$ cat config.mk
export PLATFORM = sky130hd
export DESIGN_NAME = axi_lite_cmd_master_flat
export DESIGN_NICKNAME = d
export VERILOG_FILES = /design/src/rtl/axi_lite_pkg.sv /design/src/rtl/axi_lite_cmd_master_if.sv /design/src/rtl/axi_lite_timeout_cnt.sv /design/src/rtl/axi_lite_cmd_master.sv /design/src/flat_wrapper.sv
export SDC_FILE = /design/constraint.sdc
export NUM_CORES = 1
export LEC_CHECK = 0
export CELL_PAD_IN_SITES_DETAIL_PLACEMENT = 0
export CELL_PAD_IN_SITES_GLOBAL_PLACEMENT = 1
export CORE_ASPECT_RATIO = 1.2
export CORE_MARGIN = 2
export CORE_UTILIZATION = 27
export CTS_CLUSTER_DIAMETER = 50
export CTS_CLUSTER_SIZE = 24
export DETAILED_ROUTE_END_ITERATION = 8
export GPL_TIMING_DRIVEN = 0
export PLACE_DENSITY = 0.83
export SYNTH_ARGS = -nofsm -noshare
export SYNTH_HDL_FRONTEND = slang
export SYNTH_SLANG_ARGS = --single-unit
$ cat constraint.sdc
create_clock -name m_axi_aclk -period 1.8 [get_ports m_axi_aclk]
set_input_delay 0.27 -clock m_axi_aclk [delete_from_list [all_inputs] [get_ports m_axi_aclk]]
set_output_delay 0.27 -clock m_axi_aclk [all_outputs]
set_load 0.005 [all_outputs]
$ cat src/rtl/axi_lite_pkg.sv
// Shared definitions for the AXI4-Lite command master: FSM encodings,
// response codes and the protection default.
package axi_lite_pkg;

  typedef enum logic [2:0] {
    ST_IDLE    = 3'd0,
    ST_WR      = 3'd1,
    ST_WR_RESP = 3'd2,
    ST_RD_ADDR = 3'd3,
    ST_RD_DATA = 3'd4,
    ST_RSP     = 3'd5
  } state_t;

  localparam logic [1:0] RESP_OKAY    = 2'b00;
  localparam logic [1:0] RESP_SLVERR  = 2'b10;
  localparam logic [1:0] RESP_DECERR  = 2'b11;
  localparam logic [2:0] PROT_DEFAULT = 3'b000;

  // True in the states where an AXI transaction is outstanding.
  function automatic logic is_busy(input state_t s);
    return (s == ST_WR) || (s == ST_WR_RESP) || (s == ST_RD_ADDR) || (s == ST_RD_DATA);
  endfunction

endpackage

$ cat src/rtl/axi_lite_cmd_master_if.sv
// Command/response port plus AXI4-Lite master bus; "master" is the block's
// view, "slave" the view of whatever sits on the other side.
interface axi_lite_cmd_master_if #(
  parameter int ADDR_WIDTH = 16,
  parameter int DATA_WIDTH = 32
);

  logic                    cmd_valid;
  logic                    cmd_ready;
  logic                    cmd_write;
  logic [ADDR_WIDTH-1:0]   cmd_addr;
  logic [DATA_WIDTH-1:0]   cmd_wdata;
  logic [DATA_WIDTH/8-1:0] cmd_wstrb;

  logic                    rsp_valid;
  logic                    rsp_ready;
  logic                    rsp_write;
  logic [DATA_WIDTH-1:0]   rsp_rdata;
  logic [1:0]              rsp_resp;
  logic                    rsp_timeout;

  logic [ADDR_WIDTH-1:0]   m_axi_awaddr;
  logic [2:0]              m_axi_awprot;
  logic                    m_axi_awvalid;
  logic                    m_axi_awready;
  logic [DATA_WIDTH-1:0]   m_axi_wdata;
  logic [DATA_WIDTH/8-1:0] m_axi_wstrb;
  logic                    m_axi_wvalid;
  logic                    m_axi_wready;
  logic [1:0]              m_axi_bresp;
  logic                    m_axi_bvalid;
  logic                    m_axi_bready;
  logic [ADDR_WIDTH-1:0]   m_axi_araddr;
  logic [2:0]              m_axi_arprot;
  logic                    m_axi_arvalid;
  logic                    m_axi_arready;
  logic [DATA_WIDTH-1:0]   m_axi_rdata;
  logic [1:0]              m_axi_rresp;
  logic                    m_axi_rvalid;
  logic                    m_axi_rready;

  modport master (
    input  cmd_valid, cmd_write, cmd_addr, cmd_wdata, cmd_wstrb,
    output cmd_ready,
    output rsp_valid, rsp_write, rsp_rdata, rsp_resp, rsp_timeout,
    input  rsp_ready,
    output m_axi_awaddr, m_axi_awprot, m_axi_awvalid,
    input  m_axi_awready,
    output m_axi_wdata, m_axi_wstrb, m_axi_wvalid,
    input  m_axi_wready,
    input  m_axi_bresp, m_axi_bvalid,
    output m_axi_bready,
    output m_axi_araddr, m_axi_arprot, m_axi_arvalid,
    input  m_axi_arready,
    input  m_axi_rdata, m_axi_rresp, m_axi_rvalid,
    output m_axi_rready
  );

  modport slave (
    output cmd_valid, cmd_write, cmd_addr, cmd_wdata, cmd_wstrb,
    input  cmd_ready,
    input  rsp_valid, rsp_write, rsp_rdata, rsp_resp, rsp_timeout,
    output rsp_ready,
    input  m_axi_awaddr, m_axi_awprot, m_axi_awvalid,
    output m_axi_awready,
    input  m_axi_wdata, m_axi_wstrb, m_axi_wvalid,
    output m_axi_wready,
    output m_axi_bresp, m_axi_bvalid,
    input  m_axi_bready,
    input  m_axi_araddr, m_axi_arprot, m_axi_arvalid,
    output m_axi_arready,
    output m_axi_rdata, m_axi_rresp, m_axi_rvalid,
    input  m_axi_rready
  );

endinterface

$ cat src/rtl/axi_lite_timeout_cnt.sv
// Per-transaction wait counter: clears on command acceptance, counts busy
// cycles, saturates, and flags the cycle whose edge brings it to the limit.
module axi_lite_timeout_cnt #(
  parameter int TIMEOUT_CYCLES = 1024
) (
  input  logic clk,
  input  logic rst_n,
  input  logic clr,
  input  logic en,
  output logic expired
);

  localparam int CW = (TIMEOUT_CYCLES < 2) ? 1 : $clog2(TIMEOUT_CYCLES + 1);
  localparam logic [CW-1:0] LIMIT = (TIMEOUT_CYCLES == 0) ? '0 : CW'(TIMEOUT_CYCLES - 1);

  logic [CW-1:0] count_r;

  // Saturating busy-cycle counter.
  always_ff @(posedge clk or negedge rst_n) begin
    if (!rst_n) begin
      count_r <= '0;
    end else if (clr) begin
      count_r <= '0;
    end else if (en && (count_r != '1)) begin
      count_r <= count_r + CW'(1);
    end else begin
      count_r <= count_r;
    end
  end

  // Expiry fires in the last allowed cycle so the abort lands exactly on the limit.
  always_comb begin
    if (TIMEOUT_CYCLES == 0) begin
      expired = 1'b0;
    end else begin
      expired = en && (count_r >= LIMIT);
    end
  end

endmodule

$ cat src/rtl/axi_lite_cmd_master.sv
// Turns single read/write commands into AXI4-Lite transactions and returns
// one response per command, with an optional per-transaction timeout.
module axi_lite_cmd_master
  import axi_lite_pkg::*;
#(
  parameter int C_M_AXI_DATA_WIDTH = 32,
  parameter int C_M_AXI_ADDR_WIDTH = 16,
  parameter int TIMEOUT_CYCLES     = 1024
) (
  input  logic                   m_axi_aclk,
  input  logic                   m_axi_aresetn,
  axi_lite_cmd_master_if.master  bus
);

  state_t state_r;
  state_t state_nxt_s;
  logic   active_r;

  logic [C_M_AXI_ADDR_WIDTH-1:0]   addr_r;
  logic [C_M_AXI_DATA_WIDTH-1:0]   wdata_r;
  logic [C_M_AXI_DATA_WIDTH/8-1:0] wstrb_r;
  logic                            aw_done_r;
  logic                            w_done_r;

  logic                          rsp_write_r;
  logic [C_M_AXI_DATA_WIDTH-1:0] rsp_rdata_r;
  logic [1:0]                    rsp_resp_r;
  logic                          rsp_timeout_r;

  logic cmd_ready_s, awvalid_s, wvalid_s, bready_s, arvalid_s, rready_s, rsp_valid_s;
  logic cmd_hs_s, aw_hs_s, w_hs_s, b_hs_s, ar_hs_s, r_hs_s;
  logic expired_s, abort_s;

  assign cmd_hs_s = bus.cmd_valid && cmd_ready_s;
  assign aw_hs_s  = awvalid_s && bus.m_axi_awready;
  assign w_hs_s   = wvalid_s && bus.m_axi_wready;
  assign b_hs_s   = bus.m_axi_bvalid && bready_s;
  assign ar_hs_s  = arvalid_s && bus.m_axi_arready;
  assign r_hs_s   = bus.m_axi_rvalid && rready_s;
  assign abort_s  = is_busy(state_r) && expired_s && (state_nxt_s == ST_RSP);

  axi_lite_timeout_cnt #(
    .TIMEOUT_CYCLES(TIMEOUT_CYCLES)
  ) u_timeout (
    .clk     (m_axi_aclk),
    .rst_n   (m_axi_aresetn),
    .clr     (cmd_hs_s),
    .en      (is_busy(state_r)),
    .expired (expired_s)
  );

  // State register; active_r keeps cmd_ready low until the first edge out of reset.
  always_ff @(posedge m_axi_aclk or negedge m_axi_aresetn) begin
    if (!m_axi_aresetn) begin
      state_r  <= ST_IDLE;
      active_r <= 1'b0;
    end else begin
      state_r  <= state_nxt_s;
      active_r <= 1'b1;
    end
  end

  // Next-state logic; a handshake always beats a same-cycle expiry.
  always_comb begin
    state_nxt_s = state_r;
    case (state_r)
      ST_IDLE: begin
        if (cmd_hs_s) begin
          state_nxt_s = bus.cmd_write ? ST_WR : ST_RD_ADDR;
        end else begin
          state_nxt_s = ST_IDLE;
        end
      end
      ST_WR: begin
        if ((aw_done_r || aw_hs_s) && (w_done_r || w_hs_s)) begin
          state_nxt_s = ST_WR_RESP;
        end else if (expired_s) begin
          state_nxt_s = ST_RSP;
        end else begin
          state_nxt_s = ST_WR;
        end
      end
      ST_WR_RESP: begin
        if (b_hs_s || expired_s) begin
          state_nxt_s = ST_RSP;
        end else begin
          state_nxt_s = ST_WR_RESP;
        end
      end
      ST_RD_ADDR: begin
        if (ar_hs_s) begin
          state_nxt_s = ST_RD_DATA;
        end else if (expired_s) begin
          state_nxt_s = ST_RSP;
        end else begin
          state_nxt_s = ST_RD_ADDR;
        end
      end
      ST_RD_DATA: begin
        if (r_hs_s || expired_s) begin
          state_nxt_s = ST_RSP;
        end else begin
          state_nxt_s = ST_RD_DATA;
        end
      end
      ST_RSP: begin
        if (bus.rsp_ready) begin
          state_nxt_s = ST_IDLE;
        end else begin
          state_nxt_s = ST_RSP;
        end
      end
      default: state_nxt_s = ST_IDLE;
    endcase
  end

  // Output decode from the state register only; IDLE keeps bready/rready up to drain late beats.
  always_comb begin
    cmd_ready_s = 1'b0;
    awvalid_s   = 1'b0;
    wvalid_s    = 1'b0;
    bready_s    = 1'b0;
    arvalid_s   = 1'b0;
    rready_s    = 1'b0;
    rsp_valid_s = 1'b0;
    case (state_r)
      ST_IDLE: begin
        cmd_ready_s = active_r;
        bready_s    = active_r;
        rready_s    = active_r;
      end
      ST_WR: begin
        awvalid_s = !aw_done_r;
        wvalid_s  = !w_done_r;
      end
      ST_WR_RESP: bready_s    = 1'b1;
      ST_RD_ADDR: arvalid_s   = 1'b1;
      ST_RD_DATA: rready_s    = 1'b1;
      ST_RSP:     rsp_valid_s = 1'b1;
      default:    cmd_ready_s = 1'b0;
    endcase
  end

  // Command capture and per-channel write handshake tracking.
  always_ff @(posedge m_axi_aclk or negedge m_axi_aresetn) begin
    if (!m_axi_aresetn) begin
      addr_r      <= '0;
      wdata_r     <= '0;
      wstrb_r     <= '0;
      aw_done_r   <= 1'b0;
      w_done_r    <= 1'b0;
      rsp_write_r <= 1'b0;
    end else if (cmd_hs_s) begin
      addr_r      <= bus.cmd_addr;
      wdata_r     <= bus.cmd_wdata;
      wstrb_r     <= bus.cmd_wstrb;
      aw_done_r   <= 1'b0;
      w_done_r    <= 1'b0;
      rsp_write_r <= bus.cmd_write;
    end else begin
      aw_done_r <= aw_done_r || aw_hs_s;
      w_done_r  <= w_done_r || w_hs_s;
    end
  end

  // Response capture; B/R beats seen in IDLE are dropped here.
  always_ff @(posedge m_axi_aclk or negedge m_axi_aresetn) begin
    if (!m_axi_aresetn) begin
      rsp_rdata_r   <= '0;
      rsp_resp_r    <= RESP_OKAY;
      rsp_timeout_r <= 1'b0;
    end else if ((state_r == ST_WR_RESP) && b_hs_s) begin
      rsp_rdata_r   <= '0;
      rsp_resp_r    <= bus.m_axi_bresp;
      rsp_timeout_r <= 1'b0;
    end else if ((state_r == ST_RD_DATA) && r_hs_s) begin
      rsp_rdata_r   <= bus.m_axi_rdata;
      rsp_resp_r    <= bus.m_axi_rresp;
      rsp_timeout_r <= 1'b0;
    end else if (abort_s) begin
      rsp_rdata_r   <= '0;
      rsp_resp_r    <= RESP_SLVERR;
      rsp_timeout_r <= 1'b1;
    end else begin
      rsp_rdata_r   <= rsp_rdata_r;
      rsp_resp_r    <= rsp_resp_r;
      rsp_timeout_r <= rsp_timeout_r;
    end
  end

  assign bus.cmd_ready     = cmd_ready_s;
  assign bus.rsp_valid     = rsp_valid_s;
  assign bus.rsp_write     = rsp_write_r;
  assign bus.rsp_rdata     = rsp_rdata_r;
  assign bus.rsp_resp      = rsp_resp_r;
  assign bus.rsp_timeout   = rsp_timeout_r;
  assign bus.m_axi_awaddr  = addr_r;
  assign bus.m_axi_awprot  = PROT_DEFAULT;
  assign bus.m_axi_awvalid = awvalid_s;
  assign bus.m_axi_wdata   = wdata_r;
  assign bus.m_axi_wstrb   = wstrb_r;
  assign bus.m_axi_wvalid  = wvalid_s;
  assign bus.m_axi_bready  = bready_s;
  assign bus.m_axi_araddr  = addr_r;
  assign bus.m_axi_arprot  = PROT_DEFAULT;
  assign bus.m_axi_arvalid = arvalid_s;
  assign bus.m_axi_rready  = rready_s;

endmodule

$ cat src/flat_wrapper.sv
// flat-port wrapper written by rule: the top's interface ports become plain ports
module axi_lite_cmd_master_flat import axi_lite_pkg::*;
#(
  parameter int C_M_AXI_DATA_WIDTH = 32,
  parameter int C_M_AXI_ADDR_WIDTH = 16,
  parameter int TIMEOUT_CYCLES     = 1024
)
  (m_axi_aclk, m_axi_aresetn, bus_cmd_valid, bus_cmd_write, bus_cmd_addr, bus_cmd_wdata, bus_cmd_wstrb, bus_cmd_ready, bus_rsp_valid, bus_rsp_write, bus_rsp_rdata, bus_rsp_resp, bus_rsp_timeout, bus_rsp_ready, bus_m_axi_awaddr, bus_m_axi_awprot, bus_m_axi_awvalid, bus_m_axi_awready, bus_m_axi_wdata, bus_m_axi_wstrb, bus_m_axi_wvalid, bus_m_axi_wready, bus_m_axi_bresp, bus_m_axi_bvalid, bus_m_axi_bready, bus_m_axi_araddr, bus_m_axi_arprot, bus_m_axi_arvalid, bus_m_axi_arready, bus_m_axi_rdata, bus_m_axi_rresp, bus_m_axi_rvalid, bus_m_axi_rready);
  axi_lite_cmd_master_if #(.ADDR_WIDTH(16), .DATA_WIDTH(32)) bus_i ();
  input  logic m_axi_aclk;
  input  logic m_axi_aresetn;
  input wire logic [$bits(bus_i.cmd_valid)-1:0] bus_cmd_valid;
  input wire logic [$bits(bus_i.cmd_write)-1:0] bus_cmd_write;
  input wire logic [$bits(bus_i.cmd_addr)-1:0] bus_cmd_addr;
  input wire logic [$bits(bus_i.cmd_wdata)-1:0] bus_cmd_wdata;
  input wire logic [$bits(bus_i.cmd_wstrb)-1:0] bus_cmd_wstrb;
  output wire logic [$bits(bus_i.cmd_ready)-1:0] bus_cmd_ready;
  output wire logic [$bits(bus_i.rsp_valid)-1:0] bus_rsp_valid;
  output wire logic [$bits(bus_i.rsp_write)-1:0] bus_rsp_write;
  output wire logic [$bits(bus_i.rsp_rdata)-1:0] bus_rsp_rdata;
  output wire logic [$bits(bus_i.rsp_resp)-1:0] bus_rsp_resp;
  output wire logic [$bits(bus_i.rsp_timeout)-1:0] bus_rsp_timeout;
  input wire logic [$bits(bus_i.rsp_ready)-1:0] bus_rsp_ready;
  output wire logic [$bits(bus_i.m_axi_awaddr)-1:0] bus_m_axi_awaddr;
  output wire logic [$bits(bus_i.m_axi_awprot)-1:0] bus_m_axi_awprot;
  output wire logic [$bits(bus_i.m_axi_awvalid)-1:0] bus_m_axi_awvalid;
  input wire logic [$bits(bus_i.m_axi_awready)-1:0] bus_m_axi_awready;
  output wire logic [$bits(bus_i.m_axi_wdata)-1:0] bus_m_axi_wdata;
  output wire logic [$bits(bus_i.m_axi_wstrb)-1:0] bus_m_axi_wstrb;
  output wire logic [$bits(bus_i.m_axi_wvalid)-1:0] bus_m_axi_wvalid;
  input wire logic [$bits(bus_i.m_axi_wready)-1:0] bus_m_axi_wready;
  input wire logic [$bits(bus_i.m_axi_bresp)-1:0] bus_m_axi_bresp;
  input wire logic [$bits(bus_i.m_axi_bvalid)-1:0] bus_m_axi_bvalid;
  output wire logic [$bits(bus_i.m_axi_bready)-1:0] bus_m_axi_bready;
  output wire logic [$bits(bus_i.m_axi_araddr)-1:0] bus_m_axi_araddr;
  output wire logic [$bits(bus_i.m_axi_arprot)-1:0] bus_m_axi_arprot;
  output wire logic [$bits(bus_i.m_axi_arvalid)-1:0] bus_m_axi_arvalid;
  input wire logic [$bits(bus_i.m_axi_arready)-1:0] bus_m_axi_arready;
  input wire logic [$bits(bus_i.m_axi_rdata)-1:0] bus_m_axi_rdata;
  input wire logic [$bits(bus_i.m_axi_rresp)-1:0] bus_m_axi_rresp;
  input wire logic [$bits(bus_i.m_axi_rvalid)-1:0] bus_m_axi_rvalid;
  output wire logic [$bits(bus_i.m_axi_rready)-1:0] bus_m_axi_rready;
  assign bus_i.cmd_valid = bus_cmd_valid;
  assign bus_i.cmd_write = bus_cmd_write;
  assign bus_i.cmd_addr = bus_cmd_addr;
  assign bus_i.cmd_wdata = bus_cmd_wdata;
  assign bus_i.cmd_wstrb = bus_cmd_wstrb;
  assign bus_cmd_ready = bus_i.cmd_ready;
  assign bus_rsp_valid = bus_i.rsp_valid;
  assign bus_rsp_write = bus_i.rsp_write;
  assign bus_rsp_rdata = bus_i.rsp_rdata;
  assign bus_rsp_resp = bus_i.rsp_resp;
  assign bus_rsp_timeout = bus_i.rsp_timeout;
  assign bus_i.rsp_ready = bus_rsp_ready;
  assign bus_m_axi_awaddr = bus_i.m_axi_awaddr;
  assign bus_m_axi_awprot = bus_i.m_axi_awprot;
  assign bus_m_axi_awvalid = bus_i.m_axi_awvalid;
  assign bus_i.m_axi_awready = bus_m_axi_awready;
  assign bus_m_axi_wdata = bus_i.m_axi_wdata;
  assign bus_m_axi_wstrb = bus_i.m_axi_wstrb;
  assign bus_m_axi_wvalid = bus_i.m_axi_wvalid;
  assign bus_i.m_axi_wready = bus_m_axi_wready;
  assign bus_i.m_axi_bresp = bus_m_axi_bresp;
  assign bus_i.m_axi_bvalid = bus_m_axi_bvalid;
  assign bus_m_axi_bready = bus_i.m_axi_bready;
  assign bus_m_axi_araddr = bus_i.m_axi_araddr;
  assign bus_m_axi_arprot = bus_i.m_axi_arprot;
  assign bus_m_axi_arvalid = bus_i.m_axi_arvalid;
  assign bus_i.m_axi_arready = bus_m_axi_arready;
  assign bus_i.m_axi_rdata = bus_m_axi_rdata;
  assign bus_i.m_axi_rresp = bus_m_axi_rresp;
  assign bus_i.m_axi_rvalid = bus_m_axi_rvalid;
  assign bus_m_axi_rready = bus_i.m_axi_rready;
  axi_lite_cmd_master #(.C_M_AXI_DATA_WIDTH(C_M_AXI_DATA_WIDTH), .C_M_AXI_ADDR_WIDTH(C_M_AXI_ADDR_WIDTH), .TIMEOUT_CYCLES(TIMEOUT_CYCLES)) u_core (.m_axi_aclk(m_axi_aclk), .m_axi_aresetn(m_axi_aresetn), .bus(bus_i));
endmodule
Word level (Yosys, flattened, before mapping) --
Index checks and enable logic that the tools add are counted.
Storage, ports and cells: bits in registers 105, input bits 98, output and inout port bits 117
Cells by class: add/subtract/negate cells 1, multiplexer cells 30, reductions and logical operators 25, order comparisons 1, equal/unequal tests 7
Operator list (number):
- 2-to-1 mux 32 bit | 3
- 2-to-1 mux 11 bit | 2
- 2-to-1 mux 3 bit | 7
- case mux 3 bit (6 select lines) | 1
- logical AND 1 bit | 13
- adder 11 x 1 -> 11 bit, second input constant | 1
- >= comparator 11 x 10 -> 1 bit, second input constant | 1
- 2-to-1 mux 1 bit | 11
- != test 11 bit, second input constant | 1
- == test 3 bit, second input constant | 3
- 2-to-1 mux 2 bit | 4
- logical OR 1 bit | 7
- == test 3 x 2 -> 1 bit, second input constant | 2
- case mux 1 bit (2 select lines) | 2
- == test 3 x 1 -> 1 bit, second input constant | 1
- zero test 3 bit | 1
- nonzero test 3 bit | 1
- zero test 1 bit | 2
- nonzero test 2 bit | 1

Logic depth before layout (Yosys ltp) --
depth in word-level cells 13, gate-level depth with buffers 8, depth with buffers taken out 7

Modules after synthesis --
A second synthesis with hierarchy kept.
Unflattened totals: cell total of the unflattened synthesis 442, area, all modules 4493.1 µm²
Modules (own cells, without submodules):
- axi_lite_cmd_master | times used 1, area an instance 3905.0 µm², cells each 382, seq. area each 2352.3 µm²
- axi_lite_timeout_cnt | times used 1, area an instance 588.1 µm², cells each 60, seq. area each 275.3 µm²

Worst setup path before layout --
OpenSTA, ideal clock, no wires.
kind register to register, start reg u_core.u_timeout.count_r[0], end reg u_core.rsp_rdata_r[0] (netlist: u_core.bus.rsp_rdata[0]), buffers on the path 1, library setup time 0.068 ns, data required time 1.732 ns, stages on the path, launching flop included 9, setup slack -0.098 ns, period minus slack after synthesis 1.898 ns, data arrival time 1.830 ns, path through dfrtp_1 -> ha_1 -> a21o_1 -> a41oi_4 -> a22oi_1 -> and2_4 -> o21ai_4 -> buf_4 -> a32o_1
Between the ends: cells in the longest elaborated chain, start to end 8, elaborated cells on any way between the ends 15, those cells by class order compare: 1; eq/ne: 1; mux: 7; reduce/logical: 6
Ends and longest elaborated chain:
- start: declaration | RTL line axi_lite_timeout_cnt.sv:16 | logic [CW-1:0] count_r;
- start signal: assignment | RTL line axi_lite_timeout_cnt.sv:25 | count_r <= count_r + CW'(1);
- start signal: assignment | RTL line axi_lite_timeout_cnt.sv:27 | count_r <= count_r;
- >= comparator 11 x 10 -> 1 bit (*) | RTL line axi_lite_timeout_cnt.sv:36 | expired = en && (count_r >= LIMIT);
- logical AND 1 bit (*) | RTL line axi_lite_timeout_cnt.sv:36
- 2-to-1 mux 3 bit (tied with other cells) | RTL line axi_lite_cmd_master.sv:93 | end else if (expired_s) begin
- 2-to-1 mux 3 bit (tied with other cells) | RTL line axi_lite_cmd_master.sv:91 | if (ar_hs_s) begin
- case mux 3 bit (6 select lines) | RTL line axi_lite_cmd_master.sv:66 | case (state_r)
- == test 3 bit | RTL line axi_lite_cmd_master.sv:40 | assign abort_s = is_busy(state_r) && expired_s && (state_nxt_s == ST_RSP);
- logical AND 1 bit (*) | RTL line axi_lite_cmd_master.sv:40
- nonzero test 3 bit (no line) (*)
- end signal: assignment | RTL line axi_lite_cmd_master.sv:177 | rsp_rdata_r <= bus.m_axi_rdata;
- end signal: assignment | RTL line axi_lite_cmd_master.sv:185 | rsp_rdata_r <= rsp_rdata_r;
- end: declaration | RTL line axi_lite_cmd_master.sv:26 | logic [C_M_AXI_DATA_WIDTH-1:0] rsp_rdata_r;
Every way passes the cells marked *; elsewhere a longest branch is shown, timed or not. A chain may end at the register's enable or synchronous reset.

Final worst setup path --
start reg u_core.u_timeout.count_r[1], end reg u_core.rsp_rdata_r[0] (netlist: u_core.bus.rsp_rdata[0])
The elaborated chain is that of the path after synthesis.

==> summary.txt <==
Total half-perimeter wirelength after legalization and detailed placement - 9860 microns
Post-synthesis average cell area - 10.0 sq um
Max IR drop VDD - 0.768 mV
Depth of the worst register-to-register path - 9
Critical Path Sink Type - register
Number of design rule violations left after detail routing - 0
Fin nets - 793
Register area share after synthesis - 58.7%
Starting Density - 27.6%
Average detailed-routed wire length per instance - 14.7 microns
Slew HR - 59.9%
Startpoint type of the worst setup path - register
Cell at the root of the clock tree - clkbuf_16
Yosys warning total - 0
Fmax achieved - 0.500 GHz
Final Routed Wirelength - 13400 microns
Standby leakage power - 0.00349 uW
Setup Skew - 5.37 ps
Total global-route track usage - 15.4%
Row cnt - 51
Hold violation total from the final report - 0
Diodes inserted - 0
RSZ-0062 raised after global routing - true
Last weighted congestion value of the routability-driven placer - 0.823
Most common library cell in the layout ignoring fill and taps - clkdlybuf4s50_1
Endpoint arrival time on the critical path - 2280 ps
Worst setup slack before clock tree synthesis - -581 ps
Time the final worst path needs with I/O delays and setup - 2000 ps
Min Hold Slack - 445 ps
Horizontal extent of the die - 122 microns
Core box area - 16200 sq um
Crit path largest cell delay - 410 ps
Initial detailed-routing violation count - 119
Prevailing post-synth register cell - dfrtp_1
Clock buffer count from CTS - 9
Number of register bits inferred by synthesis - 105
Die extent in y - 145 microns
Count of port buffers added during placement - 208
Cells after DPL - 872
Total iterations of the first detailed-routing run - 4
Hold Path Class - in2reg
Total power after layout - 11400 uW
Required time of the critical path - 2080 ps
Async set-reset flop share out of synthesis - 100%
Count of cell types in the netlist - 44
Area added between synthesis and finish - 70.1%
TritonCTS clock tree - done
Post-synth EDFFs - 0
Number of global-route vias before repair - 4312
Fraction of layout instances using a drive strength above 1 - 16.7%
Filler cells - 1517
Count of H-tree levels built during CTS - 3
Final global-route overflow total - 0
Global-route wire length before repair - 21700 microns
Slowest cell on crit path - dfrtp_1
Worst hold path depth - 3
Average vias per placed instance - 4.51
Remaining antenna violation count - 0
Max-cap violation count - 0
Number of max-slew violations in the final report - 0
Non-filler instance count after layout - 911
Critical-path cell list - ha_2 > a21o_1 > a41oi_4 > a22oi_2 > and2_4 > o21ai_4 > buf_12 > buf_8 > a32o_1
Final number of setup-violating endpoints - 36
Part of the cycle the worst path needs - 111%
Clock tree sinks - 105
Measured slew at the worst slew-check pin - 601 ps
Most frequent cells in the layout - 200 x clkdlybuf4s50_1, 165 x nand2_1, 103 x dfrtp_1
Detailed-route via count - 4107
TNS Setup - -5780 ps
Slack of the critical path - -199 ps
Number of instances in the synthesized netlist - 446
Die area - 17600 sq um
Number of antenna violations at the first check in global routing - 0
Clock transition at the registers of the reported paths - 70 ps
Clk Latency, worst-skew pair - 350 ps
Failing checks - negative setup slack
Run status - complete, but fails checks
Maximum buffer depth of the clock tree - 2
Maximum number of pins on one net before global-route repair - 62
Power Density - 1490 nW/um^2
Netlist area before placement - 4480 sq um
Worst setup path category - reg2reg
Boundary Pins - 215
Largest fanout of any net on the critical path - 10
[through the flow]
step                util [%]  instance area, sq um
finish                  47.0                  7620
floorplan                  -                  4520
detailed placement      42.5                  6890
global placement        42.3                  6860
CTS                     46.7                  7560
global route            47.0                  7620
[final timing paths]
check	start	end	slack [ps]
worst max-delay path	u_core.u_timeout.count_r[1]	u_core.bus.rsp_rdata[0]	-200
worst min-delay path	bus_cmd_wdata[12]	u_core.bus.m_axi_wdata[12]	450
worst max register to register	u_core.u_timeout.count_r[1]	u_core.bus.rsp_rdata[0]	-200
worst min register to register	u_core.bus.m_axi_wdata[13]	u_core.bus.m_axi_wdata[13]	480
max in group asynchronous	m_axi_aresetn	u_core.state_r[2]	610
min in group asynchronous	m_axi_aresetn	u_core.bus.m_axi_wdata[16]	460
[cell families after synthesis]
group / Yosys count / synth area share [%]
DFF: 105 / 58.7
buffers and inverters: 53 / 6.90
AOI/OAI and AO/OA: 59 / 12.1
adders and majority gates: 1 / 0.279
other: 2 / 0.168
and+or+nand+nor: 217 / 20.1
muxes: 1 / 0.224
xor gates and xnor gates: 8 / 1.56
[cells in the mapped netlist (3+ instances only)]
cell type	instances	area [sq um]
buf_4	26	195
xor2_1	3	26.3
nor2_1	19	71.3
dfrtp_1	105	2630
o21a_1	3	22.5
buf_2	4	20.0
and3_1	5	31.3
inv_1	3	11.3
xnor2_1	5	43.8
nand2_1	166	623
a32o_1	32	320
clkbuf_1	19	71.3
and2_1	5	31.3
a21oi_1	5	25.0
o211ai_1	3	22.5
nor2b_1	3	18.8
nand3_1	7	35.0
[worst max-delay path, delay by kind of cell, from the launching register on]
kind | cells | cell delay, ps
AO/OA/AOI/OAI | 5 | 870
flip-flops | 1 | 410
buffers and inverters | 2 | 290
adder cells (fa/ha/maj) | 1 | 200
AND/OR/NAND/NOR | 1 | 160
[registers in the layout (all words and copies together) (netlist names)]
| signal | cells |
|---|---|
| u_core.active_r | 1 |
| u_core.state_r | 3 |
| u_core.w_done_r | 1 |
| u_core.u_timeout.count_r | 11 |
| u_core.bus.m_axi_wstrb | 4 |
| u_core.bus.m_axi_araddr | 16 |
| u_core.bus.m_axi_wdata | 32 |
| u_core.bus.rsp_timeout | 1 |
| u_core.bus.rsp_rdata | 32 |
| u_core.aw_done_r | 1 |
| u_core.bus.rsp_write | 1 |
| u_core.bus.rsp_resp | 2 |
[report_power, final]
group | internal [uW] | switching, uW | leakage [uW] | total (uW)
clock network | 1100 | 910 | 0.000145 | 2010
logic | 3360 | 2080 | 0.00200 | 5440
registers | 3310 | 621 | 0.00135 | 3930
[repair_timing]
action                                 CTS  global route
setup buffers                           20             3
pin swaps                               13             1
endpoints found under the hold margin   44             0
resized for setup                       73            24
hold buffers                             1             0
setup endpoints to repair              109           102
cloned                                   1             0
[metal layers]
metal / track usage, % / share of wire (%) / vias to the layer above
met2: 25.9 / 49 / 173
met5: 0 / 0 / -
met4: 6.09 / 2.2 / 0
li1: - / - / 1962
met3: 4.83 / 9.0 / 18
met1: 18.0 / 40 / 1954
[cell type report]
| type | instances | area [sq um] | share of cell area (%) |
|---|---|---|---|
| Buffer | 48 | 402 | 5.27 |
| Clock inverter | 6 | 75.1 | 0.986 |
| Multi-Input combinational cell | 293 | 1690 | 22.1 |
| Clock buffer | 10 | 229 | 3.01 |
| Tap cell | 212 | 265 | 3.48 |
| Inverter | 3 | 11.3 | 0.148 |
| Timing Repair Buffer | 234 | 2320 | 30.4 |
| Sequential cell | 105 | 2630 | 34.5 |
(Power assumes the default switching activity.)
